--- src/rtl/slice_stream.sv ---
// slice_stream: pipelined multi-channel bit-field extractor.
//
// Each of NUM_CHANNELS packed input words yields an OUTPUT_DATA_WIDTH-bit
// field. The field position is a runtime offset. A newly loaded offset is
// held pending and only takes effect on the next qualified frame sync, so
// every channel switches on the same sample.
//
// Optional feature: define SLICE_STREAM_ROUND_EN to round half-up, with
// saturation, in stage 2. Left undefined, the field is truncated.
//
// Ports:
//   clk, rst        clock; synchronous active-high reset
//   data_in         NUM_CHANNELS packed unsigned words, channel k at [k*IW +: IW]
//   data_in_valid   qualifies data_in and sync_in
//   sync_in         frame marker, one cycle wide
//   offset_in       requested offset, captured by offset_load
//   offset_load     one-cycle load strobe
//   data_out        NUM_CHANNELS packed fields, channel k at [k*OW +: OW]
//   data_out_valid  data_in_valid delayed by LATENCY
//   sync_out        sync_in & data_in_valid delayed by LATENCY
//   offset_active   offset applied at stage 1
//   offset_pending  a loaded offset is waiting for sync
//   offset_err      one-cycle pulse when a loaded offset was clamped

// Per-channel extractor. It holds stage 1, which selects the field. With
// rounding enabled it also holds stage 2, which rounds and saturates.
module slice_stream_lane #(
  parameter int IW      = 8,
  parameter int OW      = 4,
  parameter int OFW     = 3,
  parameter int MSB_REL = 1
) (
  input  logic           clk,
  input  logic           rst,
  input  logic [IW-1:0]  din,
  input  logic [OFW-1:0] off,
  output logic [OW-1:0]  fld
);
  // b is the input bit position of the field LSB. The offset is already
  // clamped, so the MSB-relative subtraction cannot underflow.
  logic [OFW-1:0] b;
  always_comb b = (MSB_REL != 0) ? OFW'(IW - OW) - off : off;

`ifdef SLICE_STREAM_ROUND_EN
  // Append a zero below the LSB so a single shift yields both the field
  // and the round bit din[b-1]. The round bit becomes 0 when b == 0.
  logic [OW:0]   ext;
  logic [OW-1:0] f1;
  logic          r1;
  always_comb ext = (OW+1)'({din, 1'b0} >> b);

  always_ff @(posedge clk) begin
    if (rst) begin
      f1 <= '0;
      r1 <= 1'b0;
    end else begin
      f1 <= ext[OW:1];
      r1 <= ext[0];
    end
  end

  always_ff @(posedge clk) begin
    if (rst)                    fld <= '0;
    else if (r1 && (f1 != '1))  fld <= f1 + 1'b1;
    else                        fld <= f1;  // saturate rather than wrap
  end
`else
  always_ff @(posedge clk) begin
    if (rst) fld <= '0;
    else     fld <= OW'(din >> b);
  end
`endif
endmodule

module slice_stream #(
  parameter string ARCHITECTURE      = "BEHAVIORAL",
  parameter int    INPUT_DATA_WIDTH  = 8,
  parameter int    OUTPUT_DATA_WIDTH = 4,
  parameter int    NUM_CHANNELS      = 2,
  parameter int    OFFSET_REL_TO_MSB = 1,
  parameter int    DEFAULT_OFFSET    = 0,
  parameter int    OFFSET_WIDTH      = 3,
  parameter int    LATENCY           = 2
) (
  input  logic                                    clk,
  input  logic                                    rst,
  input  logic [NUM_CHANNELS*INPUT_DATA_WIDTH-1:0]  data_in,
  input  logic                                    data_in_valid,
  input  logic                                    sync_in,
  input  logic [OFFSET_WIDTH-1:0]                 offset_in,
  input  logic                                    offset_load,
  output logic [NUM_CHANNELS*OUTPUT_DATA_WIDTH-1:0] data_out,
  output logic                                    data_out_valid,
  output logic                                    sync_out,
  output logic [OFFSET_WIDTH-1:0]                 offset_active,
  output logic                                    offset_pending,
  output logic                                    offset_err
);
  localparam int IW      = INPUT_DATA_WIDTH;
  localparam int OW      = OUTPUT_DATA_WIDTH;
  localparam int NC      = NUM_CHANNELS;
  localparam int OFW     = OFFSET_WIDTH;
  localparam int MAX_OFF = IW - OW;
  localparam int DEF_OFF = (DEFAULT_OFFSET > MAX_OFF) ? MAX_OFF : DEFAULT_OFFSET;
`ifdef SLICE_STREAM_ROUND_EN
  localparam int LANE_LAT = 2;
`else
  localparam int LANE_LAT = 1;
`endif
  localparam int DLY = LATENCY - LANE_LAT;

  typedef enum logic {ST_ACTIVE, ST_PENDING} state_t;

  if (ARCHITECTURE == "BEHAVIORAL") begin : g_beh
    state_t         state;
    logic [OFW-1:0] act_off, pend_off, use_off, load_val;
    logic           err, qsync, apply;
    logic [LATENCY:1] vld_pipe, syn_pipe;
    logic [NC-1:0][OW-1:0] lane_fld;

    always_comb begin
      qsync    = sync_in & data_in_valid;
      apply    = qsync & (state == ST_PENDING);
      // The sync sample itself must already see the new offset.
      use_off  = apply ? pend_off : act_off;
      load_val = (offset_in > OFW'(MAX_OFF)) ? OFW'(MAX_OFF) : offset_in;
    end

    // A load that coincides with an applying sync replaces the pending
    // value after the old one moves to active, so it waits for the next sync.
    always_ff @(posedge clk) begin
      if (rst) begin
        state    <= ST_ACTIVE;
        act_off  <= OFW'(DEF_OFF);
        pend_off <= '0;
        err      <= 1'b0;
      end else begin
        err <= offset_load && (offset_in > OFW'(MAX_OFF));
        if (apply) act_off <= pend_off;
        if (offset_load) begin
          pend_off <= load_val;
          state    <= ST_PENDING;
        end else if (apply) begin
          state    <= ST_ACTIVE;
        end
      end
    end

    for (genvar k = 0; k < NC; k++) begin : g_lane
      slice_stream_lane #(.IW(IW), .OW(OW), .OFW(OFW), .MSB_REL(OFFSET_REL_TO_MSB)) u_lane (
        .clk (clk),
        .rst (rst),
        .din (data_in[k*IW +: IW]),
        .off (use_off),
        .fld (lane_fld[k])
      );
    end

    always_ff @(posedge clk) begin
      if (rst) begin
        vld_pipe <= '0;
        syn_pipe <= '0;
      end else begin
        vld_pipe[1] <= data_in_valid;
        syn_pipe[1] <= qsync;
        for (int i = 2; i <= LATENCY; i++) begin
          vld_pipe[i] <= vld_pipe[i-1];
          syn_pipe[i] <= syn_pipe[i-1];
        end
      end
    end

    if (DLY > 0) begin : g_dly
      logic [DLY:1][NC*OW-1:0] dly_pipe;
      always_ff @(posedge clk) begin
        if (rst) dly_pipe <= '0;
        else begin
          dly_pipe[1] <= lane_fld;
          for (int i = 2; i <= DLY; i++) dly_pipe[i] <= dly_pipe[i-1];
        end
      end
      assign data_out = dly_pipe[DLY];
    end else begin : g_nodly
      assign data_out = lane_fld;
    end

    assign data_out_valid = vld_pipe[LATENCY];
    assign sync_out       = syn_pipe[LATENCY];
    assign offset_active  = act_off;
    assign offset_pending = (state == ST_PENDING);
    assign offset_err     = err;
  end else begin : g_stub
    // Vendor-specific architectures are placeholders with no logic.
    assign data_out       = '0;
    assign data_out_valid = 1'b0;
    assign sync_out       = 1'b0;
    assign offset_active  = '0;
    assign offset_pending = 1'b0;
    assign offset_err     = 1'b0;
  end
endmodule

--- config.mk ---
export PLATFORM = sky130hd
export DESIGN_NAME = slice_stream
export DESIGN_NICKNAME = d
export VERILOG_FILES = /design/src/rtl/slice_stream.sv
export SDC_FILE = /design/constraint.sdc
export NUM_CORES = 1
export LEC_CHECK = 0
export BUFFER_PORTS_ARGS = -buffer_cell sky130_fd_sc_hd__buf_2
export CAP_MARGIN = 30
export CORE_ASPECT_RATIO = 1.75
export CORE_UTILIZATION = 45
export CTS_CLUSTER_DIAMETER = 120
export DETAILED_ROUTE_END_ITERATION = 16
export MAX_ROUTING_LAYER = met4
export PLACE_DENSITY = 0.71
export SYNTH_ARGS = -nofsm -noshare
export SYNTH_HDL_FRONTEND = slang
export SYNTH_SLANG_ARGS = --single-unit
--- constraint.sdc ---
create_clock -name clk -period 2.2 [get_ports clk]
set_input_delay 0.22 -clock clk [delete_from_list [all_inputs] [get_ports clk]]
set_output_delay 0.22 -clock clk [all_outputs]
set_load 0.01 [all_outputs]
==> run metrics <==
status complete, but fails checks; failing checks design-rule violations; unrepaired setup endpoints after global routing no; worst slew pin tran 0.529 ns; Setup Buffers After CTS 0; Clk pin slew, worst setup/hold paths 0.09 ns; H-Tree Level Count 1; Post-synth EDFFs 0; reg-to-reg startpoint offset_pending$_SDFFE_PP0P_; initial core utilization 46.7%; Worst setup EP type flip-flop; Hold Path Class in -> reg; clk buf depth 2; hold-fix buffer count after cts 0; setup TNS 0 ns; max cap viols 0; GP Congestion 0.877; Pleak 0.784 nW; Worst Hold End g_beh.g_lane[0].u_lane.fld[3]$_SDFF_PP0_; asr flop ratio synth 0%; Core Util, Final 56.0%; io pins 39; worst skew pair latency 0.27 ns; DRC violations left 4; reg2reg end g_beh.g_lane[1].u_lane.fld[0]$_SDFF_PP0_; fraction of layout cells with a size suffix above 1 32.7%; # nets final 196; Root Driver clkbuf_8; Netlist cell types 36; area grow syn2layout 19.9%; P per Cell Area 657 nW/um^2; Ant. Diodes 0; Routed WL 2.83 mm; final hold vios 0; minimum clock period 1.87 ns; Overflow after GRT 0; fin crit share 85.2%; initial antenna violation count 0; Die ar. 3230 um^2; Mean Syn Cell Area 10.2 um^2; worst vdd ir 259 uV; hold_sp data_in[7]; crit-path max cell delay 0.39 ns; crit path kind reg -> reg; TritonCTS Buffers 3; R2R setup slack 0.33 ns; die width 43.4 um; total number of vias 1091; global-route wire length before repair 4.66 mm; hold path cells 2; fmax 534 MHz; CP max stage cell dfxtp_1; Cells after Synth 133; syn nets 157; vias per cell 5.48; yosys warns 0; Antenna Nets Post-Route 0; initial DRC count 26; fillers 281; WP data arrival 2.04 ns; GRT Util Overall 19.8%; Top Family by Delay on Critical Path multiplexers; largest net degree at the start of global routing 25; clk_skew 0.00431 ns; Buf/Inv on CP 0; CTS tree yes; final setup fails 0; post-synthesis cell area 1350 um^2; row cnt 26; CP startpoint kind flip-flop; CTS resizes 0; sequential fraction of the synthesis area 41.5%; Primary FF master, synth dfxtp_1; slew margin rel. 64.0%; post-synthesis sequential element count 28; core area 2900 um^2; critical path fanouts, max 9; Pre-Repair DR Iteration Count 10; Cell Chain, Critical Path nand3_2, mux2i_4, mux2_1, or2_1, a32o_1; dpl hpwl 2.30 mm; Worst R2R Path Depth 5; required time worst endpoint 2.37 ns; vias in the first global route 1109; Slew Limit Fails 0; Vert. Die Dim 74.5 um; routed length per instance 14.2 um; IO buf count 38; Num Clock Sinks 28
==> state kept, by name, summed over array words and instances, names as in the netlist <==
| name | flops |
|---|---|
| g_beh.vld_pipe | 2 |
| offset_err | 1 |
| offset_active | 3 |
| data_out | 8 |
| g_beh.g_lane.u_lane.fld | 8 |
| g_beh.syn_pipe | 2 |
| g_beh.pend_off | 3 |
| offset_pending | 1 |
==> power by group <==
part | switching [W] | internal (W) | leakage (nW)
clock | 0.000150 | 0.000243 | 0.0357
combinational | 0.0000653 | 0.0000635 | 0.518
sequential | 0.0000108 | 0.000532 | 0.231
total | 0.000226 | 0.000839 | 0.784
==> metal layers <==
layer / vias to the layer above / wire length, um / track usage, % / share of wire, %
met1: 497 / 1060 / 18.4 / 37
met5: - / 0 / - / 0
met2: 36 / 1590 / 38.7 / 56
met4: 0 / 80 / 10.1 / 2.8
met3: 6 / 101 / 1.70 / 3.6
li1: 552 / - / - / -
==> kinds of logic (layout without fill, tap and decap cells) <==
logic type / after synthesis / after routing / share of synthesized area [%]
compound gates: 30 / 30 / 16.1
buf+inv: 7 / 45 / 3.43
simple gates: 44 / 44 / 18.1
xor+xnor: 2 / 2 / 1.30
mux: 22 / 22 / 19.5
flops: 28 / 28 / 41.5
==> worst max-delay path by stage <==
stage,startpoint,end,slack [ns],cells after the start
6_report,offset_pending$_SDFFE_PP0P_,g_beh.g_lane[1].u_lane.fld[0]$_SDFF_PP0_,0.33,5
3_5_place_dp,data_in_valid,g_beh.g_lane[1].u_lane.fld[0]$_SDFF_PP0_,0.33,6
4_1_cts,offset_pending$_SDFFE_PP0P_,g_beh.g_lane[1].u_lane.fld[0]$_SDFF_PP0_,0.33,5
3_3_place_gp,data_in_valid,g_beh.g_lane[1].u_lane.fld[0]$_SDFF_PP0_,0.36,6
5_1_grt,offset_pending$_SDFFE_PP0P_,g_beh.g_lane[0].u_lane.fld[0]$_SDFF_PP0_,0.22,6
2_1_floorplan,offset_pending$_SDFFE_PP0P_,g_beh.g_lane[1].u_lane.fld[0]$_SDFF_PP0_,0.43,5
==> layout make-up <==
cell class / count / area, um^2 / area share (%)
inverters: 1 / 3.75 / 0.232
flip-flops and latches: 28 / 561 / 34.6
well taps: 28 / 35.0 / 2.16
clock buffers: 3 / 41.3 / 2.55
multi-input cells: 98 / 744 / 45.9
repair buffers: 40 / 205 / 12.7
clock inverters: 1 / 30.0 / 1.85
==> cells in the final DEF (no fill, tap or decap), types with 3 or more instances in the layout <==
cell      count
nor3_1        5
nand2_1       6
dfxtp_1      28
nor2b_1      12
nand3b_1      3
mux2_2        4
mux2i_1      14
a21oi_1       7
nand2b_1      5
a22oi_1       5
o21ai_0       6
nor2_1        8
clkbuf_8      3
buf_2        38
==> Yosys cell counts, types with 3 or more instances <==
library cell	instances	area share, %
o21ai_0	6	2.2
mux2i_1	14	10
a22oi_1	5	2.8
nor2_1	8	2.2
a21oi_1	7	2.6
nand2b_1	5	2.3
nand3b_1	3	1.7
nor3_1	5	1.9
dfxtp_1	28	41
mux2_2	4	3.3
nand2_1	6	1.7
nor2b_1	12	5.6
==> metrics by stage <==
stage                     instance area, um^2  instances  hold WS, ns  setup slack [ns]  power (W)
after floorplan                          1350        133        0.337             0.432   0.000629
after global placement                   1550        195        0.416             0.362   0.000681
after detailed placement                 1550        195        0.425             0.334   0.000684
after CTS                                1620        199        0.185             0.325    0.00107
after global routing                     1620        199        0.201             0.218    0.00111
final                                    1620        199        0.188             0.327    0.00106
Power figures use the tool's default switching activity.
